==> src/rtl/tablero_pkg.sv <==
// Shared types and constants for the tic-tac-toe game-state stage:
// cell/state/winner encodings and the table of the eight winning lines.
package tablero_pkg;

    typedef enum logic [1:0] {
        EMPTY  = 2'b00,
        MARK_X = 2'b01,
        MARK_O = 2'b10
    } cell_t;

    typedef enum logic [1:0] {
        ST_WAIT   = 2'b00,
        ST_COMMIT = 2'b01,
        ST_EVAL   = 2'b10,
        ST_DONE   = 2'b11
    } state_t;

    typedef enum logic [1:0] {
        WIN_NONE = 2'b00,
        WIN_X    = 2'b01,
        WIN_O    = 2'b10,
        WIN_DRAW = 2'b11
    } winner_t;

    localparam int NUM_CELLS = 9;
    localparam int NUM_LINES = 8;
    localparam int BOARD_W   = 2 * NUM_CELLS;

    // Rows, columns, then both diagonals (cell indices, row-major).
    localparam logic [NUM_LINES-1:0][2:0][3:0] WIN_LINES = '{
        '{4'd0, 4'd1, 4'd2},
        '{4'd3, 4'd4, 4'd5},
        '{4'd6, 4'd7, 4'd8},
        '{4'd0, 4'd3, 4'd6},
        '{4'd1, 4'd4, 4'd7},
        '{4'd2, 4'd5, 4'd8},
        '{4'd0, 4'd4, 4'd8},
        '{4'd2, 4'd4, 4'd6}
    };

    function automatic cell_t mark_of(input logic player);
        return player ? MARK_O : MARK_X;
    endfunction

    function automatic winner_t winner_of(input logic player);
        return player ? WIN_O : WIN_X;
    endfunction

endpackage

==> src/rtl/linea_ganadora.sv <==
// Combinational line checker: flags when the given player owns all three
// cells of any row, column or diagonal of the board.
module linea_ganadora
    import tablero_pkg::*;
(
    input  logic [BOARD_W-1:0] board,
    input  logic               player,
    output logic               win
);

    cell_t                mark;
    logic [NUM_LINES-1:0] line_hit;

    assign mark = mark_of(player);

    generate
        for (genvar gi = 0; gi < NUM_LINES; gi++) begin : g_line
            localparam int C0 = int'(WIN_LINES[gi][0]);
            localparam int C1 = int'(WIN_LINES[gi][1]);
            localparam int C2 = int'(WIN_LINES[gi][2]);
            assign line_hit[gi] = (board[2*C0 +: 2] == mark) &&
                                  (board[2*C1 +: 2] == mark) &&
                                  (board[2*C2 +: 2] == mark);
        end
    endgenerate

    assign win = |line_hit;

endmodule

==> src/rtl/tablero_estado.sv <==
// Tic-tac-toe game state: takes move requests from the position selector,
// validates and commits them alternately for X and O, and detects win/draw.
module tablero_estado
    import tablero_pkg::*;
#(
    parameter logic FIRST_PLAYER = 1'b0
) (
    input  logic        clk,
    input  logic        reset,
    input  logic        new_game,
    input  logic [3:0]  pos,
    input  logic        Ready,
    output logic [17:0] board,
    output logic        turn,
    output logic        move_ack,
    output logic        invalid,
    output logic        game_over,
    output logic [1:0]  winner
);

    state_t               state_reg, state_next;
    logic [BOARD_W-1:0]   board_reg, board_next;
    logic                 turn_reg, turn_next;
    logic [3:0]           pos_q_reg, pos_q_next;
    logic [3:0]           count_reg, count_next;
    logic                 ack_reg, ack_next;
    logic                 invalid_reg, invalid_next;
    logic                 game_over_reg, game_over_next;
    winner_t              winner_reg, winner_next;
    logic                 ready_q_reg;

    logic                 clear;
    logic                 request;
    logic [NUM_CELLS-1:0] cell_sel;
    logic [NUM_CELLS-1:0] cell_full;
    logic                 cell_taken;
    logic                 pos_bad;
    logic                 line_win;

    assign clear   = reset | new_game;
    assign request = Ready & ~ready_q_reg;

    // One-hot decode of the latched position and occupancy of every cell.
    generate
        for (genvar gi = 0; gi < NUM_CELLS; gi++) begin : g_cell
            assign cell_sel[gi]  = (pos_q_reg == 4'(gi));
            assign cell_full[gi] = |board_reg[2*gi +: 2];
        end
    endgenerate

    assign cell_taken = |(cell_sel & cell_full);
    assign pos_bad    = (pos_q_reg > 4'd8);

    // Evaluated against the already-committed board, so the mover's new mark counts.
    linea_ganadora u_linea (
        .board  (board_reg),
        .player (turn_reg),
        .win    (line_win)
    );

    always_comb begin
        state_next     = state_reg;
        board_next     = board_reg;
        turn_next      = turn_reg;
        pos_q_next     = pos_q_reg;
        count_next     = count_reg;
        ack_next       = 1'b0;
        invalid_next   = 1'b0;
        game_over_next = game_over_reg;
        winner_next    = winner_reg;

        case (state_reg)
            ST_WAIT: begin
                if (request) begin
                    pos_q_next = pos;
                    state_next = ST_COMMIT;
                end
            end

            ST_COMMIT: begin
                if (pos_bad || cell_taken) begin
                    invalid_next = 1'b1;
                    state_next   = ST_WAIT;
                end else begin
                    for (int i = 0; i < NUM_CELLS; i++) begin
                        if (cell_sel[i]) begin
                            board_next[2*i +: 2] = mark_of(turn_reg);
                        end
                    end
                    count_next = count_reg + 4'd1;
                    state_next = ST_EVAL;
                end
            end

            ST_EVAL: begin
                if (line_win) begin
                    winner_next    = winner_of(turn_reg);
                    game_over_next = 1'b1;
                    state_next     = ST_DONE;
                end else if (count_reg == 4'd9) begin
                    winner_next    = WIN_DRAW;
                    game_over_next = 1'b1;
                    state_next     = ST_DONE;
                end else begin
                    turn_next  = ~turn_reg;
                    ack_next   = 1'b1;
                    state_next = ST_WAIT;
                end
            end

            ST_DONE: begin
                state_next = ST_DONE;
            end

            default: begin
                state_next = ST_WAIT;
            end
        endcase
    end

    always_ff @(posedge clk) begin
        if (clear) begin
            state_reg     <= ST_WAIT;
            board_reg     <= '0;
            turn_reg      <= FIRST_PLAYER;
            pos_q_reg     <= '0;
            count_reg     <= '0;
            ack_reg       <= 1'b0;
            invalid_reg   <= 1'b0;
            game_over_reg <= 1'b0;
            winner_reg    <= WIN_NONE;
            ready_q_reg   <= 1'b0;
        end else begin
            state_reg     <= state_next;
            board_reg     <= board_next;
            turn_reg      <= turn_next;
            pos_q_reg     <= pos_q_next;
            count_reg     <= count_next;
            ack_reg       <= ack_next;
            invalid_reg   <= invalid_next;
            game_over_reg <= game_over_next;
            winner_reg    <= winner_next;
            ready_q_reg   <= Ready;
        end
    end

    assign board     = board_reg;
    assign turn      = turn_reg;
    assign move_ack  = ack_reg;
    assign invalid   = invalid_reg;
    assign game_over = game_over_reg;
    assign winner    = winner_reg;

endmodule

==> config.mk <==
export PLATFORM = sky130hd
export DESIGN_NAME = tablero_estado
export DESIGN_NICKNAME = d
export VERILOG_FILES = /design/src/rtl/tablero_pkg.sv /design/src/rtl/linea_ganadora.sv /design/src/rtl/tablero_estado.sv
export SDC_FILE = /design/constraint.sdc
export NUM_CORES = 1
export LEC_CHECK = 0
export CAP_MARGIN = 25
export CORE_ASPECT_RATIO = 0.7
export CORE_MARGIN = 2
export CORE_UTILIZATION = 45
export DETAILED_ROUTE_END_ITERATION = 7
export PLACE_DENSITY_LB_ADDON = 0.25
export SYNTH_ARGS = -nofsm -noshare
export SYNTH_HDL_FRONTEND = slang
export SYNTH_SLANG_ARGS = --single-unit
==> constraint.sdc <==
create_clock -name clk -period 1.8 [get_ports clk]
set_clock_uncertainty 0.05 [all_clocks]
set_input_delay 0.45 -clock clk [delete_from_list [all_inputs] [get_ports clk]]
set_output_delay 0.45 -clock clk [all_outputs]
set_load 0.005 [all_outputs]
## Word level (Yosys, flattened, before mapping)

Index checks and enable logic that the tools add are counted.

- Magnitude comparators: 1
- Add/sub/neg operators: 1
- Mux-type cells: 12
- Reductions and logical operators: 46
- Bitwise logic cells: 10
- Equality and inequality tests: 22

Operator list:

| kind | number |
|---|---|
| 3-bit AND reduction | 10 |
| 2-bit OR reduction | 10 |
| 2-bit == test | 9 |
| 4-bit by 3-bit == test with 1-bit output (second input constant) | 4 |
| 1-bit logical AND | 16 |
| 2-bit 2-to-1 mux | 7 |
| 10-bit OR reduction | 1 |
| 9-bit AND | 1 |
| 9-bit OR reduction | 1 |
| 4-bit by 2-bit == test with 1-bit output (second input constant) | 2 |
| 4-bit == test (second input constant) | 2 |
| 2-bit case mux with 4 select lines | 1 |
| 8-bit OR reduction | 1 |
| 1-bit inverter | 7 |
| 2-bit AND reduction | 3 |
| 4-bit by 1-bit adder with 4-bit output (second input constant) | 1 |
| 2-bit == test (second input constant) | 2 |
| 4-bit by 1-bit == test with 1-bit output (second input constant) | 1 |
| 4-bit greater-than comparator (second input constant) | 1 |
| 4-bit zero test | 1 |
| 1-bit 2-to-1 mux | 4 |
| 2-bit by 1-bit == test with 1-bit output (second input constant) | 1 |
| 2-bit zero test | 1 |
| 2-bit != test (second input constant) | 1 |
| 4 further kinds | 4 |

- Output and inout bits: 24
- Bits of input ports: 8
- Logic and storage cells: 110
- Register bits after elaboration: 35

## Longest topological paths before layout

- Depth after elaboration: 7
- Mapped depth: 8
- Mapped depth without buffers: 6

## Modules after synthesis

A second synthesis with hierarchy kept.

- Cells, all modules: 214
- Area, all modules: 1885.6 um^2

By module, submodules not included:

| module | cells an instance | sequential area each (um^2) | instances | area each (um^2) |
|---|---|---|---|---|
| tablero_estado | 177 | 700.7 | 1 | 1610.3 |
| linea_ganadora | 37 | 0.0 | 1 | 275.3 |

## Least setup slack after synthesis

No wires, ideal clock.

- Path type: register to register
- From: register pos_q_reg[1]
- To: register board_reg[15], in the netlist board[15]
- Arrival: 1.639 ns
- Cell stages (with the launch flop): 9
- Path slack: -0.020 ns
- Data required time: 1.619 ns
- Period minus slack after synthesis: 1.820 ns
- Path buffers: 2
- Setup time: 0.131 ns
- Cells stage by stage: dfxtp_1 > buf_2 > nor4b_1 > o21ai_0 > and3_1 > nor4b_4 > buf_6 > a31oi_1 > nor2_1

- Word-level cells in the longest chain between the ends: 6
- Elaborated cells on any way between the ends: 15
- Those cells by class: 1 x order compare; 8 x eq/ne; 2 x bitwise; 4 x reduce/logical

RTL lines:

| item | RTL line | RTL |
|---|---|---|
| start, declared | tablero_estado.sv:24 | `logic [3:0] pos_q_reg, pos_q_next;` |
| start signal, assigned | tablero_estado.sv:137 | `pos_q_reg <= pos_q_next;` |
| 4-bit by 1-bit == test with 1-bit output, or another cell as far along | tablero_estado.sv:46 | `assign cell_sel[gi] = (pos_q_reg == 4'(gi));` |
| 9-bit AND | tablero_estado.sv:51 | `assign cell_taken = \|(cell_sel & cell_full);` |
| 9-bit OR reduction | tablero_estado.sv:51 |  |
| 1-bit logical OR | tablero_estado.sv:81 | `if (pos_bad \|\| cell_taken) begin` |
| 1-bit inverter (no source line) | - |  |
| 3-bit AND reduction (no source line) (*) | - |  |
| end signal, assigned | tablero_estado.sv:135 | `board_reg <= board_next;` |
| end, declared | tablero_estado.sv:22 | `logic [BOARD_W-1:0] board_reg, board_next;` |

Every way passes the cells marked *; elsewhere a longest branch is shown, timed or not.
A chain may end at the register's enable or synchronous reset.

## Worst setup path in the final report

- From: register pos_q_reg[1]
- To: register count_reg[1]

- Word-level cells in the longest chain between the ends: 6
- Elaborated cells on any way between the ends: 15
- Those cells by class: 1 x order compare; 8 x eq/ne; 2 x bitwise; 4 x reduce/logical

RTL lines:

| item | RTL line | RTL |
|---|---|---|
| 4-bit by 1-bit == test with 1-bit output, or another cell as far along | tablero_estado.sv:46 |  |
| 9-bit AND | tablero_estado.sv:51 |  |
| 9-bit OR reduction | tablero_estado.sv:51 |  |
| 1-bit logical OR (*) | tablero_estado.sv:81 |  |
| 1-bit inverter (no source line) (*) | - |  |
| 2-bit AND reduction (no source line) (*) | - |  |
| end signal, assigned | tablero_estado.sv:138 | `count_reg <= count_next;` |
| end, declared | tablero_estado.sv:25 | `logic [3:0] count_reg, count_next;` |

Marked as above.

==> results.md <==
- The number of nets with antenna violations after detailed routing is 0.
- The total inserted antenna cells is 0.
- The fraction of power consumed by sequential logic is 51.4%.
- The count of final setup violators is 20.
- Registers take 732 sq um.
- In the final layout, the share of cells above drive strength 1 is 35.3%.
- Measured against its own limit, the worst slew margin works out to 73.6%.
- The post-synthesis area per instance is 8.37 sq um.
- The fraction of met2 tracks used by global routing is 32.1%.
- Setup repair after global routing could not meet its margin everywhere.
- The path class of the tightest hold or removal check is flop to flop.
- In this run the tool buffered the top-level ports with 31 buffer cells.
- The busiest layer in global routing is met1.
- Yosys mapped a number of flops with a built-in enable equal to 0.
- Summing internal, switching and leakage power gives 1.53 mW.
- The final max-slew violation count came to 0.
- Of the available clock period, the critical path in the final layout requires 103%.
- The CTS tree is built.
- The global-route track usage on met1 is 33.2%.
- The starting DRC count in detailed routing is 185.
- In the layout the commonest cells are buf_4, nor2_1, clkdlybuf4s50_1, dfxtp_1, a31oi_1.
- The final reports fail on negative setup slack.
- The clock net in this run drives a total of 35 sinks.
- For the worst setup path, the data arrival time is 2.03 ns.
- Across all hold checks on the routed design, the worst slack comes to 0.405 ns.
- For this design the total switching power over the nets is 346 uW.
- Of the synthesized area, sequential elements account for 39.9%.
- The initial antenna violation count is 0.
- The worst setup path is captured at a flop.
- Across the run, the number of max-cap violations was 0.
- The fraction of registers with async set/reset is 0%.
- The initial core utilization is 48.4%.
- The area of placed instances is 0.00237 sq mm.
- The number of nets in the layout is 287.
- The areal power density over the cells is 573 mW/mm^2.
- The synthesized cell area is 0.00176 sq mm.
- The number of flip-flops in the largest register is 18.
- Synthesis instantiated 44 different standard cells from the library.
- The maximum number of buffers from clock root to sink is 2.
- Leaving out fill and tap cells, the most frequent cell in the layout is buf_4.
- The warning count from the yosys run is 0.
- The floorplan die area is 0.00443 sq mm.
- The routed wirelength normalized by instance count is 15.4 um.
- The maximum clock rate is 538 MHz.
- Combinational logic is responsible for 7.4% of the overall power.
- The flow ran to the end, but the final reports show violations.
- The number of nets in the synthesized netlist is 220.
- IR analysis of the VDD net gives a maximum drop of 0.000476 V.
- Global routing used 4.82% of the available met3 tracks.
- The clock latency on the worst-skew pair is 0.29 ns.
- The part of the total power dissipated in the clock network is 41.2%.
- The classification of the worst setup path is flop to flop.
- The number of iterations in the first detailed-routing pass is 4.
- The I/O pin total is 32.
- The layout filler cell count is 264.
- The die is 78.7 um wide.
- The DRC violation count after routing is 0.
- The half-perimeter wire length of the detailed placement result is 3340 um.
- Summed over all cells, the static leakage comes to 0.952 nW.
- The deepest level of the CTS H-tree is 2.
- The final hold violation count was 0.
- Net switching is 22.6% of the power.
- The most used flip-flop cell after synthesis is dfxtp_1.
- The overall routed net length is 5060 um.
- Routability-driven placement finished with a final weighted congestion of 0.853.
- The wire length of the first global-routing pass is 7780 um.
- Entering global routing, the biggest net connects 27 pins.
- Of all nets on the critical path, the largest fanout is 26.
- The count of standard-cell rows is 18.
- The number of storage elements in the synthesis netlist is 35.
- In this run the standard cell core region covers 0.00363 sq mm.
- STA classifies the critical path startpoint as a flop.
- From synthesis to final layout, the design area changed by 52.1%.
- The minimum period implied by the final worst setup slack is 1.86 ns.
- The global route total overflow is 0.
- Clock-pin slew was measured on the worst setup and hold paths at 0.07 ns.
- STA puts the critical path data required time at 1.97 ns.
- The y dimension of the die is 56.3 um.
- For this design, the CTS-stage hold fixing added 0 buffers.
- The transition time of the tightest slew-check pin is 0.393 ns.
- Clock tree synthesis selected as its root buffer the cell clkbuf_8.
- The CTS buffer count is 5.
- In the final layout, the multi-input gates occupy 0.00112 sq mm.
- Using the TritonRoute via totals, the vias-per-cell ratio works out to 5.59.
- The via count of the routed design is 1,835.
- The internal cell power is 1.18 mW.
- The global-route total usage across every layer is 22.4%.
- The minimum setup slack in the final design is -0.0592 ns.
- The number of global-route vias before repair came to 1,627.
- The synthesized instance count is 210.
- The finished cells cover 0.00267 sq mm.
[worst paths after layout]
check / startpoint / to / slack (ns) / depth (start not counted)
setup / recovery: pos_q_reg[1] / count_reg[1] / -0.06 / 8
hold / removal: game_over / game_over / 0.40 / 2
setup reg to reg: pos_q_reg[1] / count_reg[1] / -0.06 / 8
hold reg to reg: game_over / game_over / 0.40 / 2
[cell families (layout without fill, tap and decap cells)]
family | Yosys count | after routing | share of synthesized area (%)
flops | 35 | 35 | 39.9
mux | 3 | 3 | 1.71
compound gates | 61 | 61 | 22.6
buf+inv | 20 | 88 | 5.70
fa+ha+maj | 2 | 2 | 1.42
xor+xnor | 1 | 1 | 0.499
simple gates | 88 | 88 | 28.2
[power groups by stage]
stage               clock (mW)  sequential [mW]  combinational [mW]
CTS                      0.633            0.787               0.105
detailed placement           0            0.805               0.102
finish                   0.631            0.786               0.113
floorplan                    0            0.800              0.0611
global placement             0            0.805               0.100
global route             0.666            0.787               0.122
[worst max-delay path, cell delays in order (launching register included)]
cell,delay [ns]
dfxtp_4,0.40
nor4b_2,0.18
o21ai_1,0.12
o211ai_1,0.13
buf_4,0.17
nor4b_4,0.27
buf_12,0.23
nor2_1,0.07
a211oi_2,0.17
[final cells by class]
cell class	count	share of cell area, %
clock buffers	8	3.75
inverters	8	1.12
multi-input cells	155	41.8
repair buffers	72	23.6
flip-flops and latches	35	27.4
well taps	50	2.34
[stage by stage]
| step | util, % | TNS, ns | std cells | setup slack [ns] |
|---|---|---|---|---|
| after global placement | 65.5 | -4.63 | 315 | -0.245 |
| after floorplan | - | -0.00231 | 210 | -0.00231 |
| after detailed placement | 65.5 | -4.38 | 315 | -0.224 |
| after CTS | 69.6 | -0.159 | 325 | -0.0428 |
| final | 73.7 | -0.479 | 328 | -0.0592 |
| after global routing | 73.7 | -2.26 | 328 | -0.134 |
[layer usage]
layer	up-vias	routed length, um
li1	893	-
met1	855	2380
met2	77	2250
met3	10	364
met4	0	64
met5	-	0
[Yosys cell counts, types with 2 or more instances]
cell type / count / area [sq um]
a21o_2: 2 / 17.5
a21oi_1: 5 / 25.0
a21oi_2: 2 / 17.5
a31oi_1: 21 / 131
and3_1: 2 / 12.5
buf_2: 5 / 25.0
buf_6: 2 / 22.5
clkbuf_1: 4 / 15.0
dfxtp_1: 35 / 701
ha_1: 2 / 25.0
inv_1: 8 / 30.0
mux2i_1: 3 / 30.0
nand2_1: 6 / 22.5
nand2b_1: 10 / 62.6
nand3_2: 2 / 20.0
nand3b_1: 3 / 22.5
nor2_1: 38 / 143
nor2b_1: 2 / 12.5
nor3_1: 4 / 20.0
nor3b_1: 2 / 15.0
nor4b_1: 3 / 26.3
o211ai_1: 2 / 15.0
o21a_1: 2 / 15.0
o21ai_0: 10 / 50.1
o22ai_1: 10 / 62.6
o31ai_1: 3 / 22.5
or2_1: 2 / 12.5
or2_2: 2 / 12.5
or3b_2: 3 / 26.3
[repair_timing]
action,4_1_cts,5_1_grt
buffers inserted,2,3
setup endpoints to repair,30,39
pin swaps,3,7
resized for setup,13,35
Power figures use the tool's default switching activity.
